File: config.mk
export PLATFORM = sky130hd
export DESIGN_NAME = axi4_stream_downsizer_flat
export DESIGN_NICKNAME = d
export VERILOG_FILES = /design/src/rtl/axi4_stream_downsizer_pkg.sv /design/src/rtl/axi4_stream_if.sv /design/src/rtl/axi4_stream_last_word_finder.sv /design/src/rtl/axi4_stream_downsizer.sv /design/src/flat_wrapper.sv
export SDC_FILE = /design/constraint.sdc
export NUM_CORES = 1
export LEC_CHECK = 0
export BUFFER_PORTS_ARGS = -buffer_cell sky130_fd_sc_hd__buf_2
export CAP_MARGIN = 20
export CORE_MARGIN = 2
export CORE_UTILIZATION = 54
export DETAILED_ROUTE_END_ITERATION = 6
export PLACE_DENSITY = 0.8
export SLEW_MARGIN = 20
export SYNTH_ARGS = -nofsm -noshare
export SYNTH_HDL_FRONTEND = slang
export SYNTH_HIERARCHICAL = 1
export SYNTH_SLANG_ARGS = --single-unit
File: constraint.sdc
create_clock -name clk_i -period 2 [get_ports clk_i]
set_input_delay 0.2 -clock clk_i [delete_from_list [all_inputs] [get_ports clk_i]]
set_output_delay 0.2 -clock clk_i [all_outputs]
set_load 0.005 [all_outputs]
File: src/rtl/axi4_stream_downsizer_pkg.sv
// Shared helpers for the AXI4-Stream wide-to-narrow downsizer.
// Holds only width arithmetic; no parameter-dependent types live here.
package axi4_stream_downsizer_pkg;

  localparam int BYTE_W = 8;

  function automatic int ratio_f(input int rx, input int tx);
    return (tx > 0) ? (rx / tx) : 0;
  endfunction

  // Keep the word index at least one bit wide so a 2:1 build still has a register.
  function automatic int idx_width_f(input int ratio);
    return (ratio <= 2) ? 1 : $clog2(ratio);
  endfunction

endpackage

File: src/rtl/axi4_stream_if.sv
// AXI4-Stream bundle with master/slave views, sized per instance.
interface axi4_stream_if #(
  parameter int DATA_WIDTH = 64,
  parameter int ID_WIDTH   = 1,
  parameter int DEST_WIDTH = 1,
  parameter int USER_WIDTH = 1
);
  localparam int KEEP_WIDTH = DATA_WIDTH / 8;

  logic [DATA_WIDTH-1:0] tdata;
  logic [KEEP_WIDTH-1:0] tkeep;
  logic [KEEP_WIDTH-1:0] tstrb;
  logic                  tlast;
  logic [ID_WIDTH-1:0]   tid;
  logic [DEST_WIDTH-1:0] tdest;
  logic [USER_WIDTH-1:0] tuser;
  logic                  tvalid;
  logic                  tready;

  modport master (output tdata, tkeep, tstrb, tlast, tid, tdest, tuser, tvalid,
                  input  tready);
  modport slave  (input  tdata, tkeep, tstrb, tlast, tid, tdest, tuser, tvalid,
                  output tready);
endinterface

File: src/rtl/axi4_stream_last_word_finder.sv
// Finds the highest narrow word whose keep slice has any bit set (0 when all null).
// Only instantiated when AXI4_STREAM_DOWNSIZER_TRIM_EN is defined.
module axi4_stream_last_word_finder
  import axi4_stream_downsizer_pkg::*;
#(
  parameter int KEEP_WIDTH = 8,
  parameter int RATIO      = 4,
  parameter int IDX_W      = 2
) (
  input  logic [KEEP_WIDTH-1:0] keep_i,
  output logic [IDX_W-1:0]      idx_o
);
  localparam int WORD_B = KEEP_WIDTH / RATIO;

  // Later words overwrite earlier ones, so the highest populated word wins.
  always_comb begin
    idx_o = '0;
    for (int k = 0; k < RATIO; k++) begin
      if (|keep_i[k*WORD_B +: WORD_B]) begin
        idx_o = IDX_W'(k);
      end
    end
  end
endmodule

File: src/rtl/axi4_stream_downsizer.sv
// Splits each wide AXI4-Stream beat into RATIO narrow words, LSB word first.
// Define AXI4_STREAM_DOWNSIZER_TRIM_EN to drop trailing null words of a tlast beat.
module axi4_stream_downsizer
  import axi4_stream_downsizer_pkg::*;
#(
  parameter int RX_TDATA_WIDTH = 64,
  parameter int TX_TDATA_WIDTH = 16,
  parameter int TID_WIDTH      = 1,
  parameter int TDEST_WIDTH    = 1,
  parameter int TUSER_WIDTH    = 1
) (
  input logic           clk_i,
  input logic           rst_n_i,
  axi4_stream_if.slave  pkt_i,
  axi4_stream_if.master pkt_o
);
  localparam int RATIO = ratio_f(RX_TDATA_WIDTH, TX_TDATA_WIDTH);
  localparam int IDX_W = idx_width_f(RATIO);
  localparam int RX_B  = RX_TDATA_WIDTH / BYTE_W;
  localparam int TX_B  = TX_TDATA_WIDTH / BYTE_W;
  localparam logic [IDX_W-1:0] LAST_IDX = IDX_W'(RATIO - 1);

  if ((RX_TDATA_WIDTH % BYTE_W) != 0 || (TX_TDATA_WIDTH % BYTE_W) != 0 ||
      (TX_TDATA_WIDTH <= 0) || (RX_TDATA_WIDTH % TX_TDATA_WIDTH) != 0 || RATIO < 2) begin : gBadWidths
    $error("axi4_stream_downsizer: widths must be byte multiples with an integer ratio >= 2");
  end

  logic [RX_TDATA_WIDTH-1:0] data_q, data_d;
  logic [RX_B-1:0]           keep_q, keep_d;
  logic [RX_B-1:0]           strb_q, strb_d;
  logic                      last_q, last_d;
  logic [TID_WIDTH-1:0]      id_q, id_d;
  logic [TDEST_WIDTH-1:0]    dest_q, dest_d;
  logic [TUSER_WIDTH-1:0]    user_q, user_d;
  logic [IDX_W-1:0]          idx_q, idx_d;
  logic                      full_q, full_d;

  logic [IDX_W-1:0] finIdx;
  logic             atFin;
  logic             inHs;
  logic             outHs;

  logic [TX_TDATA_WIDTH-1:0] dataWords [RATIO];
  logic [TX_B-1:0]           keepWords [RATIO];
  logic [TX_B-1:0]           strbWords [RATIO];

  for (genvar k = 0; k < RATIO; k++) begin : gWords
    assign dataWords[k] = data_q[k*TX_TDATA_WIDTH +: TX_TDATA_WIDTH];
    assign keepWords[k] = keep_q[k*TX_B +: TX_B];
    assign strbWords[k] = strb_q[k*TX_B +: TX_B];
  end

`ifdef AXI4_STREAM_DOWNSIZER_TRIM_EN
  logic [IDX_W-1:0] trimIdx;

  axi4_stream_last_word_finder #(
    .KEEP_WIDTH (RX_B),
    .RATIO      (RATIO),
    .IDX_W      (IDX_W)
  ) uLastWordFinder (
    .keep_i (keep_q),
    .idx_o  (trimIdx)
  );

  assign finIdx = last_q ? trimIdx : LAST_IDX;
`else
  assign finIdx = LAST_IDX;
`endif

  // Accept a new beat when empty, or in the same cycle the final word leaves.
  assign atFin        = (idx_q == finIdx);
  assign pkt_i.tready = !full_q || (pkt_o.tready && atFin);
  assign inHs         = pkt_i.tvalid && pkt_i.tready;
  assign outHs        = full_q && pkt_o.tready;

  always_comb begin
    data_d = data_q;
    keep_d = keep_q;
    strb_d = strb_q;
    last_d = last_q;
    id_d   = id_q;
    dest_d = dest_q;
    user_d = user_q;
    idx_d  = idx_q;
    full_d = full_q;
    if (inHs) begin
      data_d = pkt_i.tdata;
      keep_d = pkt_i.tkeep;
      strb_d = pkt_i.tstrb;
      last_d = pkt_i.tlast;
      id_d   = pkt_i.tid;
      dest_d = pkt_i.tdest;
      user_d = pkt_i.tuser;
      idx_d  = '0;
      full_d = 1'b1;
    end else if (outHs) begin
      if (atFin) begin
        idx_d  = '0;
        full_d = 1'b0;
      end else begin
        idx_d = idx_q + IDX_W'(1);
      end
    end
  end

  always_ff @(posedge clk_i or negedge rst_n_i) begin
    if (!rst_n_i) begin
      data_q <= '0;
      keep_q <= '0;
      strb_q <= '0;
      last_q <= 1'b0;
      id_q   <= '0;
      dest_q <= '0;
      user_q <= '0;
      idx_q  <= '0;
      full_q <= 1'b0;
    end else begin
      data_q <= data_d;
      keep_q <= keep_d;
      strb_q <= strb_d;
      last_q <= last_d;
      id_q   <= id_d;
      dest_q <= dest_d;
      user_q <= user_d;
      idx_q  <= idx_d;
      full_q <= full_d;
    end
  end

  // Every output comes straight from the holding register, never from pkt_i.
  assign pkt_o.tvalid = full_q;
  assign pkt_o.tdata  = dataWords[idx_q];
  assign pkt_o.tkeep  = keepWords[idx_q];
  assign pkt_o.tstrb  = strbWords[idx_q];
  assign pkt_o.tlast  = last_q && atFin;
  assign pkt_o.tid    = id_q;
  assign pkt_o.tdest  = dest_q;
  assign pkt_o.tuser  = user_q;

endmodule

File: src/flat_wrapper.sv
// flat-port wrapper written by rule: the top's interface ports become plain ports
module axi4_stream_downsizer_flat import axi4_stream_downsizer_pkg::*;
#(
  parameter int RX_TDATA_WIDTH = 64,
  parameter int TX_TDATA_WIDTH = 16,
  parameter int TID_WIDTH      = 1,
  parameter int TDEST_WIDTH    = 1,
  parameter int TUSER_WIDTH    = 1
)
  (clk_i, rst_n_i, pkt_i_tdata, pkt_i_tkeep, pkt_i_tstrb, pkt_i_tlast, pkt_i_tid, pkt_i_tdest, pkt_i_tuser, pkt_i_tvalid, pkt_i_tready, pkt_o_tdata, pkt_o_tkeep, pkt_o_tstrb, pkt_o_tlast, pkt_o_tid, pkt_o_tdest, pkt_o_tuser, pkt_o_tvalid, pkt_o_tready);
  axi4_stream_if #(.DATA_WIDTH((64))) pkt_i_i ();
  axi4_stream_if #(.DATA_WIDTH((16))) pkt_o_i ();
  input logic clk_i;
  input logic rst_n_i;
  input wire logic [$bits(pkt_i_i.tdata)-1:0] pkt_i_tdata;
  input wire logic [$bits(pkt_i_i.tkeep)-1:0] pkt_i_tkeep;
  input wire logic [$bits(pkt_i_i.tstrb)-1:0] pkt_i_tstrb;
  input wire logic [$bits(pkt_i_i.tlast)-1:0] pkt_i_tlast;
  input wire logic [$bits(pkt_i_i.tid)-1:0] pkt_i_tid;
  input wire logic [$bits(pkt_i_i.tdest)-1:0] pkt_i_tdest;
  input wire logic [$bits(pkt_i_i.tuser)-1:0] pkt_i_tuser;
  input wire logic [$bits(pkt_i_i.tvalid)-1:0] pkt_i_tvalid;
  output wire logic [$bits(pkt_i_i.tready)-1:0] pkt_i_tready;
  output wire logic [$bits(pkt_o_i.tdata)-1:0] pkt_o_tdata;
  output wire logic [$bits(pkt_o_i.tkeep)-1:0] pkt_o_tkeep;
  output wire logic [$bits(pkt_o_i.tstrb)-1:0] pkt_o_tstrb;
  output wire logic [$bits(pkt_o_i.tlast)-1:0] pkt_o_tlast;
  output wire logic [$bits(pkt_o_i.tid)-1:0] pkt_o_tid;
  output wire logic [$bits(pkt_o_i.tdest)-1:0] pkt_o_tdest;
  output wire logic [$bits(pkt_o_i.tuser)-1:0] pkt_o_tuser;
  output wire logic [$bits(pkt_o_i.tvalid)-1:0] pkt_o_tvalid;
  input wire logic [$bits(pkt_o_i.tready)-1:0] pkt_o_tready;
  assign pkt_i_i.tdata = pkt_i_tdata;
  assign pkt_i_i.tkeep = pkt_i_tkeep;
  assign pkt_i_i.tstrb = pkt_i_tstrb;
  assign pkt_i_i.tlast = pkt_i_tlast;
  assign pkt_i_i.tid = pkt_i_tid;
  assign pkt_i_i.tdest = pkt_i_tdest;
  assign pkt_i_i.tuser = pkt_i_tuser;
  assign pkt_i_i.tvalid = pkt_i_tvalid;
  assign pkt_i_tready = pkt_i_i.tready;
  assign pkt_o_tdata = pkt_o_i.tdata;
  assign pkt_o_tkeep = pkt_o_i.tkeep;
  assign pkt_o_tstrb = pkt_o_i.tstrb;
  assign pkt_o_tlast = pkt_o_i.tlast;
  assign pkt_o_tid = pkt_o_i.tid;
  assign pkt_o_tdest = pkt_o_i.tdest;
  assign pkt_o_tuser = pkt_o_i.tuser;
  assign pkt_o_tvalid = pkt_o_i.tvalid;
  assign pkt_o_i.tready = pkt_o_tready;
  axi4_stream_downsizer #(.RX_TDATA_WIDTH(RX_TDATA_WIDTH), .TX_TDATA_WIDTH(TX_TDATA_WIDTH), .TID_WIDTH(TID_WIDTH), .TDEST_WIDTH(TDEST_WIDTH), .TUSER_WIDTH(TUSER_WIDTH)) u_core (.clk_i(clk_i), .rst_n_i(rst_n_i), .pkt_i(pkt_i_i), .pkt_o(pkt_o_i));
endmodule
==> flow_metrics.py <==
metrics = {
    "global_route": {
        "grt_overflow": 0,
        "grt_pass1_vias": 3597,
        "grt_usage_pct": 23.5,
        "antenna_found_initial": 1,
        "grt_pass1_wl_um": 18100,
        "grt_max_degree": 61,
    },
    "timing": {
        "max_slew_margin_pct": 53.1,
        "finalSetupViolCount": 0,
        "grt_setup_unrepaired": "false",
        "fmax_mhz": 527,
        "finClkSkew_ps": 14.3,
        "fin_crit_ps": 1900,
        "tightest_slew_ps": 704,
        "tns_ps": 0,
        "slew_viol_final": 0,
        "period_share_pct": 94.9,
        "hold_viol_final": 0,
        "whs_ps": 106,
    },
    "routing": {
        "viasPerCell": 5.61,
        "finalWirelength_um": 11300,
        "drtAntennaViolNets": 0,
        "drc": 0,
        "first_iter_violations": 169,
        "wl_per_cell_um": 18.0,
        "drtPass1Iterations": 4,
        "num_vias": 3521,
    },
    "setup_path": {
        "start_kind": "flip-flop",
        "arrival_ps": 1700,
        "cp-end-kind": "output port",
        "reg2reg_slack_ps": 320,
        "ff2ff_path_depth": 4,
        "r2r_end": "u_core/data_q[47]",
        "critPathKind": "flip-flop to output port",
        "rr_startpoint": "u_core/idx_q[0]",
        "critPathMaxFanout": 16,
        "cp.required_ps": 1800,
    },
    "synth": {
        "synthTopCellsByCount": "dfrtp_1 (87), nand2_1 (86), inv_1 (84)",
        "synthTopCellsByArea": "dfrtp_1 (45%), o32ai_2 (20%), mux4_2 (9.4%)",
        "syn-cell-area_sq_um": 4810,
        "yosysUniqueCellTypes": 22,
        "synth_cells": 414,
        "async_flop_share_pct": 100,
        "synth.most_common_cell": "dfrtp_1",
        "ys.warnings.count": 6,
        "synth-edff-count": 0,
        "syn-num-nets": 503,
        "syn_avg_cell_area_sq_um": 11.6,
        "ys.flop_type": "dfrtp_1",
        "ys_seq_area_share_pct": 45.3,
        "yosysTopAreaCellShare_pct": 45.3,
        "yosys.area.top_type": "dfrtp_1",
        "ys_ff_latch": 87,
    },
    "clock_network": {
        "cts_made_buffers": 9,
        "cts-htree-levels": 3,
        "cts.sink_count": 87,
        "cts_root_buffer": "clkbuf_8",
        "cts_tree": "yes",
        "cts_buffer_depth": 2,
        "path_clk_slew_ps": 90,
        "clock_latency_ps": 360,
    },
    "power_and_ir_drop": {
        "p_leak_uw": 0.00272,
        "ir_drop_uv": 687,
        "power.density_nw_per_um2": 1450,
    },
    "floorplanning": {
        "num_io_pins": 114,
        "initial_core_util_pct": 55.4,
        "die_width_um": 98.4,
        "rows": 34,
        "die-area_sq_um": 9680,
        "core_sq_um": 8680,
        "die_h_um": 98.4,
    },
    "layout": {
        "layout.nets": 603,
        "drive_gt1_share_pct": 44.3,
        "syn_to_final_growth_pct": 17.4,
    },
    "run_status": {
        "status": "finished, final reports clean",
    },
    "worst_hold_path": {
        "worstHoldEndpoint": "u_core/data_q[52]",
        "hold_path_class": "input port to flip-flop",
        "hold_depth": 3,
        "worstHoldStart": "pkt_i_tdata[52]",
    },
    "placement": {
        "place_congestion": 0.851,
        "io_buffer_count": 113,
        "dp_hpwl_um": 7450,
    },
    "job": {
        "maxCapViolations": 0,
    },
}
## sequential cells by signal, summed over array words and instances, names as in the netlist
signal	flops
u_core/pkt_o.tuser	1
u_core/keep_q	8
u_core/pkt_o.tid	1
u_core/data_q	64
u_core/idx_q	2
u_core/last_q	1
u_core/pkt_o.tvalid	1
u_core/pkt_o.tdest	1
u_core/strb_q	8
## repair_timing
item	CTS	global route
setup endpoints to repair	3	1
endpoints found under the hold margin	51	0
cloned	0	1
buffers inserted	0	1
pin swaps	0	1
hold buffers	1	0
gates resized for setup	1	0
## power by group
group / total [uW] / switching, uW / internal [uW]
clock network: 1110 / 626 / 484
logic: 3950 / 1630 / 2320
registers: 3120 / 494 / 2630
## stage by stage
| step | worst slack [ps] | std cells | util [%] | power (uW) | instance area, sq um |
|---|---|---|---|---|---|
| floorplan | 483 | 414 | - | 5970 | 4810 |
| global placement | 407 | 608 | 62.5 | 6900 | 5420 |
| detailed placement | 354 | 608 | 62.5 | 7070 | 5420 |
| CTS | 31.0 | 625 | 64.6 | 8200 | 5610 |
| global route | 12.8 | 628 | 65.0 | 8670 | 5640 |
| finish | 102 | 628 | 65.0 | 8170 | 5640 |
## routing by layer
layer  share of wire, %  routed length (um)  vias to the layer above  global-route usage, %
met1                 44                4960                     1745                   32.9
met2                 49                5580                      106                   36.6
li1                   -                   -                     1652                      -
met3                5.0                 565                       18                   3.94
met4                1.9                 213                        0                   9.59
met5                  0                   0                        -                      0
## worst max-delay path, cell delays in order, from the launching register on
cell and delay, ps:
dfrtp_1 390, buf_6 270, mux4_2 550, buf_2 150
## final cells by class
class                      count  area [sq um]
timing repair buffer         130           769
inverter                      85           319
multi-input combinational    201          2070
clock inverter                 5          33.8
clock buffer                  11           141
fill                         694          3030
sequential                    87          2180
tap                          108           135
antenna                        1          2.50
## cells by family (layout without fill, tap and decap cells)
| kind of cell | after synthesis | count (layout) | share of synthesized area [%] |
|---|---|---|---|
| buffers and inverters | 126 | 231 | 12.0 |
| AO/OA/AOI/OAI | 87 | 87 | 25.3 |
| adder cells (fa/ha/maj) | 1 | 1 | 0.260 |
| multiplexers | 20 | 20 | 9.37 |
| AND/OR/NAND/NOR | 93 | 93 | 7.83 |
| flip-flops | 87 | 87 | 45.3 |
| other | 0 | 1 | 0 |
## how the worst max path moves through the flow
stage	cells after the start	endpoint	start	slack [ps]
5_1_grt	3	pkt_o_tdata[14]	u_core/idx_q[0]	10
6_report	3	pkt_o_tdata[14]	u_core/idx_q[0]	100
3_3_place_gp	4	u_core/keep_q[7]	u_core/idx_q[0]	410
2_1_floorplan	5	pkt_i_tready	u_core/idx_q[0]	480
3_5_place_dp	4	u_core/last_q	u_core/idx_q[0]	350
4_1_cts	5	pkt_i_tready	u_core/idx_q[0]	30
## cell usage in the layout, fill, tap and decap left out, types with 2 or more instances in the layout
cell type	count
clkinvlp_4	2
nand2_1	86
buf_4	11
clkinv_2	2
o32ai_1	24
o32ai_2	60
clkbuf_8	10
mux4_2	20
dfrtp_1	87
inv_1	84
buf_2	112
buf_12	4
Power figures use the tool's default switching activity.
